File: config.mk
export PLATFORM = sky130hd
export DESIGN_NAME = wb_arbiter
export DESIGN_NICKNAME = d
export VERILOG_FILES = /design/src/rtl/core_pkg.sv /design/src/rtl/wb_fifo.sv /design/src/rtl/wb_arbiter.sv
export SDC_FILE = /design/constraint.sdc
export NUM_CORES = 1
export LEC_CHECK = 0
export CELL_PAD_IN_SITES_DETAIL_PLACEMENT = 1
export CELL_PAD_IN_SITES_GLOBAL_PLACEMENT = 2
export CORE_MARGIN = 2
export CORE_UTILIZATION = 38
export DETAILED_ROUTE_END_ITERATION = 10
export PLACE_DENSITY = 0.84
export SYNTH_ARGS = -nofsm -noshare
export SYNTH_HDL_FRONTEND = slang
export SYNTH_SLANG_ARGS = --single-unit
File: constraint.sdc
create_clock -name clock -period 3.45 [get_ports clock]
set_input_delay 0.69 -clock clock [delete_from_list [all_inputs] [get_ports clock]]
set_output_delay 0.69 -clock clock [all_outputs]
set_load 0.03 [all_outputs]
File: src/rtl/core_pkg.sv
// rtl/core_pkg.sv - shared core widths, writeback source ids and result record
//
// Purpose:
//   Common definitions for the i2o2 writeback path. This file holds the
//   architectural widths, the source-id encoding used by the writeback
//   arbiter, and the packed result record that the completion FIFOs carry.
//
// Contents:
//   XLEN, REGW      data width and register index width
//   wb_src_e        writeback source id (SRC_AM / SRC_MEM)
//   wb_result_t     {rd, data} record stored per completion FIFO entry
//   WB_RESULT_W     bit width of wb_result_t
//   writes_regfile  true when a result targets a real register (rd != x0)

package core_pkg;

  localparam int XLEN = 32;
  localparam int REGW = 5;

  typedef enum logic {
    SRC_AM  = 1'b0,
    SRC_MEM = 1'b1
  } wb_src_e;

  typedef struct packed {
    logic [REGW-1:0] rd;
    logic [XLEN-1:0] data;
  } wb_result_t;

  localparam int WB_RESULT_W = $bits(wb_result_t);

  // x0 is hardwired to zero and is never marked pending, so results aimed
  // at it are retired silently.
  function automatic logic writes_regfile(input wb_result_t r);
    return r.rd != '0;
  endfunction

endpackage

File: src/rtl/wb_fifo.sv
// rtl/wb_fifo.sv - small circular completion FIFO for one writeback source
//
// Purpose:
//   Holds up to DEPTH completed results from one execution source until the
//   writeback arbiter retires them. Read/write pointers wrap naturally at
//   DEPTH (a power of two); occupancy is tracked in a registered count so
//   that full/empty never depend combinationally on push/pop.
//
// Ports:
//   clock      in   core clock, rising edge
//   reset      in   asynchronous active-low reset, empties the FIFO
//   push       in   enqueue push_data (ignored while full)
//   push_data  in   WIDTH-bit entry to enqueue
//   pop        in   dequeue the head entry (ignored while empty)
//   head       out  current head entry, valid while !empty
//   full       out  count == DEPTH
//   empty      out  count == 0
//   count      out  occupancy 0..DEPTH

module wb_fifo
  import core_pkg::*;
#(
  parameter int DEPTH = 2,
  parameter int WIDTH = WB_RESULT_W
) (
  input  logic                           clock,
  input  logic                           reset,
  input  logic                           push,
  input  logic [WIDTH-1:0]               push_data,
  input  logic                           pop,
  output logic [WIDTH-1:0]               head,
  output logic                           full,
  output logic                           empty,
  output logic [$clog2(DEPTH + 1)-1:0]   count
);

  localparam int PW = $clog2(DEPTH);
  localparam int CW = $clog2(DEPTH + 1);

  logic [WIDTH-1:0] store_q [DEPTH];
  logic [PW-1:0]    wr_ptr_q;
  logic [PW-1:0]    rd_ptr_q;
  logic [CW-1:0]    count_q;
  logic             do_push;
  logic             do_pop;

  assign full    = (count_q == CW'(DEPTH));
  assign empty   = (count_q == '0);
  assign count   = count_q;
  assign head    = store_q[rd_ptr_q];

  // Guards keep the pointers coherent even if a caller ignores full/empty.
  assign do_push = push && !full;
  assign do_pop  = pop && !empty;

  always_ff @(posedge clock or negedge reset) begin
    if (!reset) begin
      wr_ptr_q <= '0;
      rd_ptr_q <= '0;
      count_q  <= '0;
    end else begin
      if (do_push) begin
        wr_ptr_q <= wr_ptr_q + PW'(1);
      end
      if (do_pop) begin
        rd_ptr_q <= rd_ptr_q + PW'(1);
      end
      // Simultaneous push and pop leaves the occupancy unchanged.
      case ({do_push, do_pop})
        2'b10:   count_q <= count_q + CW'(1);
        2'b01:   count_q <= count_q - CW'(1);
        default: count_q <= count_q;
      endcase
    end
  end

  // Payload storage needs no reset: entries are only observed once counted.
  always_ff @(posedge clock) begin
    if (do_push) begin
      store_q[wr_ptr_q] <= push_data;
    end
  end

endmodule

File: src/rtl/wb_arbiter.sv
// rtl/wb_arbiter.sv - writeback arbiter onto the single register-file port
//
// Purpose:
//   Writeback stage of the i2o2 core. ALUMISC and memory results each land
//   in their own completion FIFO; each cycle one head is chosen and written
//   through registered outputs to the register file, together with the
//   release of the issue-stage scoreboard pending bit. Memory results win
//   by default; after STARVE_LIMIT consecutive lost arbitrations the ALU
//   head is taken instead so ALU results always make progress.
//
// Ports:
//   clock         in   core clock, rising edge
//   reset         in   asynchronous active-low reset, discards queued results
//   am_wb_valid   in   ALUMISC result valid
//   am_wb_rd      in   ALUMISC destination register
//   am_wb_data    in   ALUMISC result value
//   am_wb_ready   out  ALU FIFO can accept (registered, no path from valid)
//   mem_wb_valid  in   memory result valid
//   mem_wb_rd     in   memory destination register
//   mem_wb_data   in   load data
//   mem_wb_ready  out  memory FIFO can accept (registered, no path from valid)
//   wb_we         out  register-file write enable, one cycle per write
//   wb_rd         out  register-file write index
//   wb_data       out  register-file write data
//   wb_release    out  clear scoreboard pending bit of wb_rd (equals wb_we)

module wb_arbiter
  import core_pkg::*;
#(
  parameter int DEPTH        = 2,
  parameter int STARVE_LIMIT = 3
) (
  input  logic            clock,
  input  logic            reset,
  input  logic            am_wb_valid,
  input  logic [REGW-1:0] am_wb_rd,
  input  logic [XLEN-1:0] am_wb_data,
  output logic            am_wb_ready,
  input  logic            mem_wb_valid,
  input  logic [REGW-1:0] mem_wb_rd,
  input  logic [XLEN-1:0] mem_wb_data,
  output logic            mem_wb_ready,
  output logic            wb_we,
  output logic [REGW-1:0] wb_rd,
  output logic [XLEN-1:0] wb_data,
  output logic            wb_release
);

  localparam int CW = $clog2(DEPTH + 1);
  localparam int SW = $clog2(STARVE_LIMIT + 1);
  localparam logic [SW-1:0] STARVE_MAX = SW'(STARVE_LIMIT);

  // Accept enable is low through reset and rises on the first edge after
  // release, so both sources see ready=0 while reset is held.
  logic            accept_en_q;
  logic [SW-1:0]   starve_q;

  wb_result_t      am_in;
  wb_result_t      mem_in;
  wb_result_t      am_head;
  wb_result_t      mem_head;
  wb_result_t      winner;
  wb_src_e         winner_src;

  logic            am_push;
  logic            mem_push;
  logic            am_pop;
  logic            mem_pop;
  logic            do_pop;
  logic            am_full;
  logic            am_empty;
  logic            mem_full;
  logic            mem_empty;
  logic [CW-1:0]   am_count;
  logic [CW-1:0]   mem_count;

  // ---------------------------------------------------------------------
  // Source handshakes
  // ---------------------------------------------------------------------
  assign am_wb_ready  = accept_en_q && !am_full;
  assign mem_wb_ready = accept_en_q && !mem_full;

  assign am_push      = am_wb_valid && am_wb_ready;
  assign mem_push     = mem_wb_valid && mem_wb_ready;

  assign am_in        = '{rd: am_wb_rd, data: am_wb_data};
  assign mem_in       = '{rd: mem_wb_rd, data: mem_wb_data};

  // ---------------------------------------------------------------------
  // Completion FIFOs, one per source
  // ---------------------------------------------------------------------
  wb_fifo #(
    .DEPTH     (DEPTH),
    .WIDTH     (WB_RESULT_W)
  ) u_am_fifo (
    .clock     (clock),
    .reset     (reset),
    .push      (am_push),
    .push_data (am_in),
    .pop       (am_pop),
    .head      (am_head),
    .full      (am_full),
    .empty     (am_empty),
    .count     (am_count)
  );

  wb_fifo #(
    .DEPTH     (DEPTH),
    .WIDTH     (WB_RESULT_W)
  ) u_mem_fifo (
    .clock     (clock),
    .reset     (reset),
    .push      (mem_push),
    .push_data (mem_in),
    .pop       (mem_pop),
    .head      (mem_head),
    .full      (mem_full),
    .empty     (mem_empty),
    .count     (mem_count)
  );

  // ---------------------------------------------------------------------
  // Arbitration on the FIFO heads
  // ---------------------------------------------------------------------
  // The ALU takes the port when it is alone, or when it has already lost
  // STARVE_LIMIT arbitrations in a row; otherwise a waiting memory result
  // goes first.
  always_comb begin
    am_pop     = 1'b0;
    mem_pop    = 1'b0;
    winner_src = SRC_MEM;
    if (!am_empty && (mem_empty || starve_q == STARVE_MAX)) begin
      am_pop     = 1'b1;
      winner_src = SRC_AM;
    end else if (!mem_empty) begin
      mem_pop    = 1'b1;
      winner_src = SRC_MEM;
    end
  end

  assign do_pop = am_pop || mem_pop;
  assign winner = (winner_src == SRC_AM) ? am_head : mem_head;

  // ---------------------------------------------------------------------
  // Starvation counter and registered write port
  // ---------------------------------------------------------------------
  always_ff @(posedge clock or negedge reset) begin
    if (!reset) begin
      accept_en_q <= 1'b0;
      starve_q    <= '0;
      wb_we       <= 1'b0;
      wb_release  <= 1'b0;
      wb_rd       <= '0;
      wb_data     <= '0;
    end else begin
      accept_en_q <= 1'b1;

      // Counts only consecutive losses while an ALU result is waiting.
      if (!am_empty && !am_pop) begin
        if (starve_q != STARVE_MAX) begin
          starve_q <= starve_q + SW'(1);
        end
      end else begin
        starve_q <= '0;
      end

      // Popped x0 results retire with no write and no release.
      wb_we      <= do_pop && writes_regfile(winner);
      wb_release <= do_pop && writes_regfile(winner);
      if (do_pop) begin
        wb_rd   <= winner.rd;
        wb_data <= winner.data;
      end
    end
  end

  // Occupancy can never exceed the FIFO depth.
  am_count_in_range: assert property (
    @(posedge clock) disable iff (!reset) am_count <= CW'(DEPTH)
  );
  mem_count_in_range: assert property (
    @(posedge clock) disable iff (!reset) mem_count <= CW'(DEPTH)
  );

endmodule

Word level (Yosys, flattened, before mapping)
Memory sizes are Yosys's and may differ from the RTL's.
Cells that the tools add are included.
Operators by class
  $add $sub $neg: 9
  multiply operators: 0
  divide/modulo/power cells: 0
  $lt $le $gt $ge: 0
  equality and inequality tests: 9
  shift operators: 0
  muxes and demuxes: 12
  bitwise logic cells: 0
  reductions and logical operators: 23
Operators by type and width (number)
  two-way mux 37 bit: 1
  logical AND 1 bit: 11
  == test 2 bit, second input constant: 5
  case mux 2 bit (2 select lines): 2
  two-way mux 1 bit: 7
  adder 2 x 1 -> 2 bit, second input constant: 3
  zero test 1 bit: 5
  nonzero test 5 bit: 1
  adder 1 bit, second input constant: 4
  == test 2 x 1 -> 1 bit, second input constant: 2
  zero test 2 bit: 2
  two-way mux 2 bit: 2
  nonzero test 2 bit: 2
  subtractor 2 x 1 -> 2 bit, second input constant: 2
  logical OR 1 bit: 2
  inequality test 2 x 1 -> 1 bit, second input constant: 1
  inequality test 2 bit, second input constant: 1
Storage, ports and cells
  bits in registers: 49
  bits in latches: 0
  RAM bits: 148
  memory bits (read-only): 0
  input port bits: 78
  output and inout bits: 41
  logic and storage cells: 66
  memories kept: 2
Memories
  u_am_fifo.store_q: depth 2, width 37, rd ports 1, clocked after memory_dff 0, write ports 1, RTL line wb_fifo.sv:40  | logic [WIDTH-1:0] store_q [DEPTH];
  u_mem_fifo.store_q: depth 2, width 37, rd ports 1, clocked after memory_dff 0, write ports 1, RTL line wb_fifo.sv:40

Logic depth before layout (Yosys ltp)
Gate-level depths: netlist of run 1.
  depth in word-level cells: 7
  mapped depth: 9
  mapped depth without buffers: 8

Modules after synthesis
Synthesis of run 1 repeated with hierarchy kept, for this count alone.
Second synthesis, totals
  cells, all modules: 456
  area, all modules: 8072.7 µm²
Modules (own cells, without submodules)
  wb_fifo: instances 2, cells an instance 133, area an instance 2949.1 µm², seq. area each 2322.2 µm²
  wb_arbiter: instances 1, cells an instance 190, area an instance 2174.6 µm², seq. area each 1026.0 µm²

Worst setup path after synthesis of run 1
No wires, ideal clock.
  path type: register -> register
  start: reg u_am_fifo.count_q[0], in the netlist u_am_fifo.count[0]
  end: mem u_am_fifo.store_q[0][0] (netlist bit), enable pin
  library setup time: 0.431 ns
  arrival: 3.190 ns
  required time: 3.019 ns
  setup slack: -0.172 ns
  stages on the path, launching flop included: 6
  buffers on the path: 1
  clock period less this slack: 3.622 ns
  cells stage by stage: dfrtp_1 > clkbuf_2 > inv_1 > a21boi_0 > nand2_1 > nor2_1
Between the ends
  cells in the longest elaborated chain, start to end: 7
Ends and longest elaborated chain
  from (decl): RTL line wb_fifo.sv:43  | logic [CW-1:0] count_q;
  from (signal assigned): RTL line wb_fifo.sv:70  | 2'b10: count_q <= count_q + CW'(1);
  from (signal assigned): RTL line wb_fifo.sv:71  | 2'b01: count_q <= count_q - CW'(1);
  from (signal assigned): RTL line wb_fifo.sv:72  | default: count_q <= count_q;
  == test 2 bit: RTL line wb_fifo.sv:47  | assign full = (count_q == CW'(DEPTH));
  zero test 1 bit: RTL line wb_arbiter.sv:80  | assign am_wb_ready = accept_en_q && !am_full;
  logical AND 1 bit: RTL line wb_arbiter.sv:80
  via am_wb_ready: RTL line wb_arbiter.sv:38  | output logic am_wb_ready,
  logical AND 1 bit: RTL line wb_arbiter.sv:83  | assign am_push = am_wb_valid && am_wb_ready;
  logical AND 1 bit: RTL line wb_fifo.sv:53  | assign do_push = push && !full;
  two-way mux 1 bit: RTL line wb_fifo.sv:79  | if (do_push) begin
  two-way mux 1 bit (not written as such): RTL line wb_fifo.sv:80  | store_q[wr_ptr_q] <= push_data;
  to (decl): RTL line wb_fifo.sv:40
The timed path passes the listed nets, and every way through them passes these cells.

Worst setup path after layout of run 1
  start: reg u_am_fifo.count_q[0], in the netlist u_am_fifo.count[0]
  end: out am_wb_ready
Between the ends
  cells in the longest elaborated chain, start to end: 3
Ends and longest elaborated chain (RTL line)
  == test 2 bit: wb_fifo.sv:47
  zero test 1 bit: wb_arbiter.sv:80
  logical AND 1 bit: wb_arbiter.sv:80
  to (decl): wb_arbiter.sv:38
No other way between the ends.

==> results of run 1 <==
[cell usage after synthesis (3+ instances only)]
| master | number |
|---|---|
| clkbuf_1 | 8 |
| mux2_2 | 4 |
| buf_2 | 17 |
| xor2_1 | 3 |
| a211oi_1 | 68 |
| nor2b_1 | 68 |
| ha_1 | 3 |
| buf_4 | 6 |
| nor2_1 | 6 |
| xnor2_1 | 7 |
| nand2_1 | 40 |
| nor4_1 | 3 |
| o31ai_1 | 34 |
| edfxtp_1 | 148 |
| nor3_1 | 3 |
| mux2i_1 | 5 |
| dfrtp_1 | 49 |
[power breakdown]
part | switching, W | internal [W]
clock | 0.000865 | 0.000961
combinational | 0.00168 | 0.00116
sequential | 0.000444 | 0.00312
total | 0.00299 | 0.00524
[through the flow]
stage	total power (W)	cell area, sq um	hold WS (ps)	cells	setup WS, ps
detailed placement	0.006513	9037	440.5	854	949.9
global placement	0.006349	9037	429.3	854	969.5
global route	0.008694	9573	325.7	886	503.7
floorplan	0.005386	7592	394.4	493	431.5
CTS	0.008338	9573	305.7	886	612.3
finish	0.008234	9575	295.2	887	625.8
[placed cells by master, fill, tap and decap left out, types with 3 or more instances in the layout]
| cell | instances |
|---|---|
| nand2_1 | 40 |
| nor3_1 | 3 |
| o31ai_1 | 34 |
| a211oi_1 | 68 |
| ha_1 | 3 |
| nor2b_1 | 68 |
| clkbuf_16 | 17 |
| mux2i_1 | 5 |
| clkdlybuf4s50_1 | 117 |
| nor2_1 | 4 |
| clkinvlp_4 | 3 |
| dfrtp_1 | 47 |
| mux2_2 | 4 |
| buf_4 | 11 |
| xnor2_1 | 7 |
| xor2_1 | 3 |
| inv_6 | 3 |
| nor4_1 | 3 |
| edfxtp_1 | 148 |
[metal layers]
layer | share of wire | vias to the layer above
met5 | 0 | -
met4 | 0.013 | 0
met3 | 0.040 | 16
met2 | 0.53 | 99
met1 | 0.41 | 2257
li1 | - | 2096
[registers in the layout, indices dropped and copies added (netlist names)]
register             count
wb_rd                    5
wb_release               1
u_am_fifo.store_q       74
u_mem_fifo.wr_ptr_q      1
wb_data                 32
u_am_fifo.wr_ptr_q       1
accept_en_q              1
u_am_fifo.rd_ptr_q       1
u_mem_fifo.store_q      74
u_mem_fifo.rd_ptr_q      1
u_mem_fifo.count         2
starve_q                 2
u_am_fifo.count          2
[cells by family after synthesis]
family	Yosys count
other cells	1
simple gates	127
mux	9
fa+ha+maj	3
xor+xnor	10
compound gates	110
flops	197
buf+inv	36
[worst max-delay path by stage]
stage	endpoint	from	slack, ps
final	am_wb_ready	u_am_fifo.count[0]$_DFFE_PN0P_	630
after global routing	am_wb_ready	u_am_fifo.count[0]$_DFFE_PN0P_	500
after CTS	am_wb_ready	u_am_fifo.count[0]$_DFFE_PN0P_	610
after detailed placement	u_am_fifo.store_q[1][7]$_DFFE_PP_	am_wb_valid	950
after global placement	u_am_fifo.store_q[1][5]$_DFFE_PP_	am_wb_valid	970
after floorplan	u_am_fifo.store_q[0][0]$_DFFE_PP_	u_am_fifo.count[0]$_DFFE_PN0P_	430
[cell type report]
type	count	area (sq um)	share of cell area
Antenna cell	1	2.502	0.0002613
Clock buffer	21	460.4	0.04809
Clock inverter	11	75.07	0.007840
Inverter	3	11.26	0.001176
Multi-Input combinational cell	260	1763	0.1841
Sequential cell	197	5673	0.5924
Tap cell	265	331.6	0.03463
Timing Repair Buffer	129	1259	0.1315
==> impl_metrics.env, run 1 <==
export IMPL_status="complete, no violations"
export IMPL_track_usage=0.1736
export IMPL_drive_gt1_frac=0.08857
export IMPL_grt_overflow=0
export IMPL_path_class="flop to primary output"
export IMPL_r2r_slack_ps=1180
export IMPL_cts_htree_levels=4
export IMPL_maxCapViolCount=0
export IMPL_dr_pass1_iters=4
export IMPL_r2r_cells=4
export IMPL_drc=0
export IMPL_worst_path_buf_inv=2
export IMPL_drt_iter0_drc=163
export IMPL_worstPathRequired_ps=2760
export IMPL_core_area_sq_um=19530
export IMPL_top_level_ports=119
export IMPL_worst_path_largest_cell_delay_ps=740
export IMPL_portBuffers=118
export IMPL_ir_worst_vdd_mv=0.3901
export IMPL_postSynthAreaPerCell_sq_um=15.39
export IMPL_async_flop_share=0.2487
export IMPL_use_met3=0.04182
export IMPL_yosysSeqAreaShare=0.7474
export IMPL_finalNetCount=689
export IMPL_synth_fp_nets=574
export IMPL_r2r_end="u_am_fifo.store_q[1][15]$_DFFE_PP_"
export IMPL_holdBufCountCts=0
export IMPL_setup_violations=0
export IMPL_worstHoldPathType="input port to async pin"
export IMPL_p_leak_nw=3.169
export IMPL_via_per_inst=5.037
export IMPL_synth_area_leaders="edfxtp_1 59%, dfrtp_1 16%, a211oi_1 6.7%"
export IMPL_synth_top_family_by_area="compound AO/OA/AOI/OAI gates"
export IMPL_cts_root_buf="clkbuf_16"
export IMPL_num_rows=51
export IMPL_die_area_sq_um=21110
export IMPL_cts_setup_buffers=0
export IMPL_grt_max_degree=49
export IMPL_finalHoldViolations=0
export IMPL_clock_skew_ps=12.04
export IMPL_timing_rr_start="u_am_fifo.count[0]$_DFFE_PN0P_"
export IMPL_synth_warnings=0
export IMPL_arrival_ps=2130
export IMPL_grt_most_used_layer="met2"
export IMPL_wl_per_cell_microns=19.94
export IMPL_synth_compound_area_frac=0.1078
export IMPL_power_density_nw_per_um2=859.9
export IMPL_grt_pass1_vias=4934
export IMPL_synth_xor_area_frac=0.01154
export IMPL_met1_usage=0.2069
export IMPL_fin_tns_setup_ps=0
export IMPL_path_clk_slew_ps=70
export IMPL_die_h_microns=145.3
export IMPL_rsz0062_at_grt="no"
export IMPL_path_depth=3
export IMPL_area_growth_pct=26.20
export IMPL_synthAdderAreaFrac=0.004947
export IMPL_start_util=0.3886
export IMPL_cp_cell_sequence="inv_1 -> a21boi_0 -> clkdlybuf4s50_1"
export IMPL_drv_slew=0
export IMPL_gp_congestion=0.7707
export IMPL_slowest_stage="clkdlybuf4s50_1"
export IMPL_utilization=0.4904
export IMPL_critical_path_top_delay_family="buffers and inverters"
export IMPL_cts_resized=0
export IMPL_syn_area_sq_um=7587
export IMPL_grt_pass1_wl_mm=27.87
export IMPL_yosysTopAreaCell="edfxtp_1"
export IMPL_synth_flop_cell="edfxtp_1"
export IMPL_yosys_area_share_simple=0.09053
export IMPL_start_kind="flop"
export IMPL_period_share=0.8186
export IMPL_synth_top_area_frac=0.5858
export IMPL_synth_seq_cells=197
export IMPL_cts_buffers=17
export IMPL_timing_fmax_ghz=0.3541
export IMPL_critPathMaxFanout=6
export IMPL_setup_worst_path_end_class="primary output"
export IMPL_met2_usage=0.3133
export IMPL_slew_headroom=0.3335
export IMPL_cts_tree="built"
export IMPL_die_w_microns=145.3
export IMPL_fin_crit_ps=2824
export IMPL_clock_path_buffers=2
export IMPL_worstSkewPairLatency_ps=440
export IMPL_clock_sink_count=197
export IMPL_num_vias=4468
export IMPL_tightest_slew_ps=999.8
export IMPL_synthCells=493
export IMPL_synth_distinct_cells=31
export IMPL_ant_nets=0
export IMPL_place_hpwl_mm=12.01
export IMPL_fill_cells=1960
export IMPL_routed_wl_mm=17.68
export IMPL_antenna_found_initial=1
export IMPL_synthMuxAreaShare=0.01253
export IMPL_synth_edff_count=148
Power figures use the tool's default switching activity.
==> run 2, diff against run 1 <==
- CORE_UTILIZATION: 38 -> 34
- PLACE_DENSITY: 0.84 -> 0.8
- clock period: 3.45 -> 2.45 ns (I/O delays scaled with it)
==> impl_metrics.env, run 2 (synthesis gave the netlist of run 1 again) <==
export IMPL_status="complete, no violations"
export IMPL_path_class="flop to primary output"
export IMPL_dr_pass1_iters=4
export IMPL_cts_setup_buffers=0
export IMPL_clock_path_buffers=2
export IMPL_n_antenna_cell=0
export IMPL_clock_skew_ps=8.567
export IMPL_reg_top3="u_am_fifo.store_q (74), u_mem_fifo.store_q (74), wb_data (32)"
export IMPL_start_kind="flop"
export IMPL_die_area_sq_um=23530
export IMPL_cp_cell_sequence="inv_1 -> a21boi_1 -> dlygate4sd2_1"
export IMPL_fin_tns_setup_ps=0
export IMPL_cts_root_buf="clkbuf_16"
export IMPL_worstSkewPairLatency_ps=420
export IMPL_cts_htree_levels=4
export IMPL_path_clk_slew_ps=70
export IMPL_maxCapViolCount=0
export IMPL_clock_sink_count=197
export IMPL_top_level_ports=119
export IMPL_drv_slew=0
export IMPL_fin_crit_ps=2201
export IMPL_r2r_slack_ps=480
export IMPL_start_util=0.3466
export IMPL_worstHoldPathType="input port to async pin"
export IMPL_slowest_stage="dfrtp_1"
export IMPL_die_w_microns=153.4
export IMPL_num_rows=54
export IMPL_p_leak_nw=3.231
export IMPL_ir_worst_vdd_mv=0.5028
export IMPL_cts_buffers=17
export IMPL_finalNetCount=692
export IMPL_ant_nets=0
export IMPL_rsz0062_at_grt="no"
export IMPL_drive_gt1_frac=0.09455
export IMPL_tightest_slew_ps=694.9
export IMPL_grt_pass1_wl_mm=27.29
export IMPL_track_usage=0.1523
export IMPL_routed_wl_mm=17.26
export IMPL_grt_pass1_vias=4935
export IMPL_period_share=0.8983
export IMPL_timing_fmax_ghz=0.4544
export IMPL_arrival_ps=1710
export IMPL_worst_path_largest_cell_delay_ps=540
export IMPL_core_area_sq_um=21890
export IMPL_power_density_nw_per_um2=1217
export IMPL_setup_worst_path_end_class="primary output"
export IMPL_critPathMaxFanout=6
export IMPL_final_common_cell="edfxtp_1"
export IMPL_dp_cells=872
export IMPL_grt_overflow=0
export IMPL_r2r_cells=6
export IMPL_drc=0
export IMPL_fill_cells=2194
export IMPL_num_vias=4460
export IMPL_wl_per_cell_microns=19.09
export IMPL_place_hpwl_mm=11.32
export IMPL_antenna_found_initial=0
export IMPL_area_growth_pct=27.80
export IMPL_via_per_inst=4.934
export IMPL_finalHoldViolations=0
export IMPL_worstPathRequired_ps=1960
export IMPL_grt_max_degree=50
export IMPL_setup_violations=0
export IMPL_gp_congestion=0.7148
export IMPL_final_cells=904
export IMPL_die_h_microns=153.4
export IMPL_portBuffers=118
export IMPL_drt_iter0_drc=182
export IMPL_cts_tree="built"
export IMPL_final_cell_mix="148 x edfxtp_1, 115 x clkdlybuf4s50_1, 68 x nor2b_1, 68 x a211oi_1, 47 x dfrtp_1"
export IMPL_slew_headroom=0.5367
run 2: final cells by class:
class | instances | area (sq um) | area share
repair buffers | 132 | 1329 | 0.1370
well taps | 280 | 350.3 | 0.03613
clock buffers | 23 | 478.0 | 0.04929
inverters | 3 | 11.26 | 0.001161
clock inverters | 9 | 92.59 | 0.009548
multi-input cells | 260 | 1763 | 0.1818
flip-flops and latches | 197 | 5673 | 0.5850
run 2: worst paths after layout:
check,from,to
setup / recovery,u_am_fifo.count[0]$_DFFE_PN0P_,am_wb_ready
hold / removal,reset,wb_data[27]$_DFFE_PN0P_
setup reg to reg,u_mem_fifo.count[0]$_DFFE_PN0P_,wb_data[12]$_DFFE_PN0P_
hold reg to reg,wb_data[22]$_DFFE_PN0P_,wb_data[22]$_DFFE_PN0P_
max in group asynchronous,reset,u_am_fifo.rd_ptr_q$_DFFE_PN0P_
min in group clock,wb_data[22]$_DFFE_PN0P_,wb_data[22]$_DFFE_PN0P_
run 2: timing repair:
action / in CTS / in global routing
endpoints found under the setup margin: 2 / 0
gates resized for setup: 2 / 0
hold buffers: 0 / 0
run 2: routing by layer:
layer  track usage  wire length, microns
met5             0                     0
met4       0.04937                   273
met3       0.03147                   511
met2        0.2708                  9068
met1        0.1853                  7404
run 2: per-stage QoR:
step	utilization	worst slack (ps)	cell area [sq um]	power [W]	hold slack (ps)
after floorplan	-	104.4	7605	0.007592	194.4
final	0.4430	249.3	9697	0.01180	192.5
after global placement	0.4170	402.9	9129	0.009056	432.4
after global routing	0.4430	122.8	9697	0.01247	225.3
after CTS	0.4430	220.5	9697	0.01196	219.7
after detailed placement	0.4170	385.1	9129	0.009252	451.4
run 2: critical path: cells and delay by family, from the launching register on:
kind | cells | cell delay [ps]
buffers and inverters | 2 | 510
AO/OA/AOI/OAI | 1 | 240
flip-flops | 1 | 540
run 2: where the power goes:
group / switching [W] / internal [W] / leakage, nW
Clock: 0.00119 / 0.00150 / 0.283
Combinational: 0.00250 / 0.00170 / 1.02
Sequential: 0.000524 / 0.00439 / 1.93
Total: 0.00422 / 0.00759 / 3.23
==> run 3, diff against run 2 <==
- CTS_CLUSTER_DIAMETER: default -> 80
==> results of run 3 <==
Final layout, timing and power as in run 2 (identical DEF).
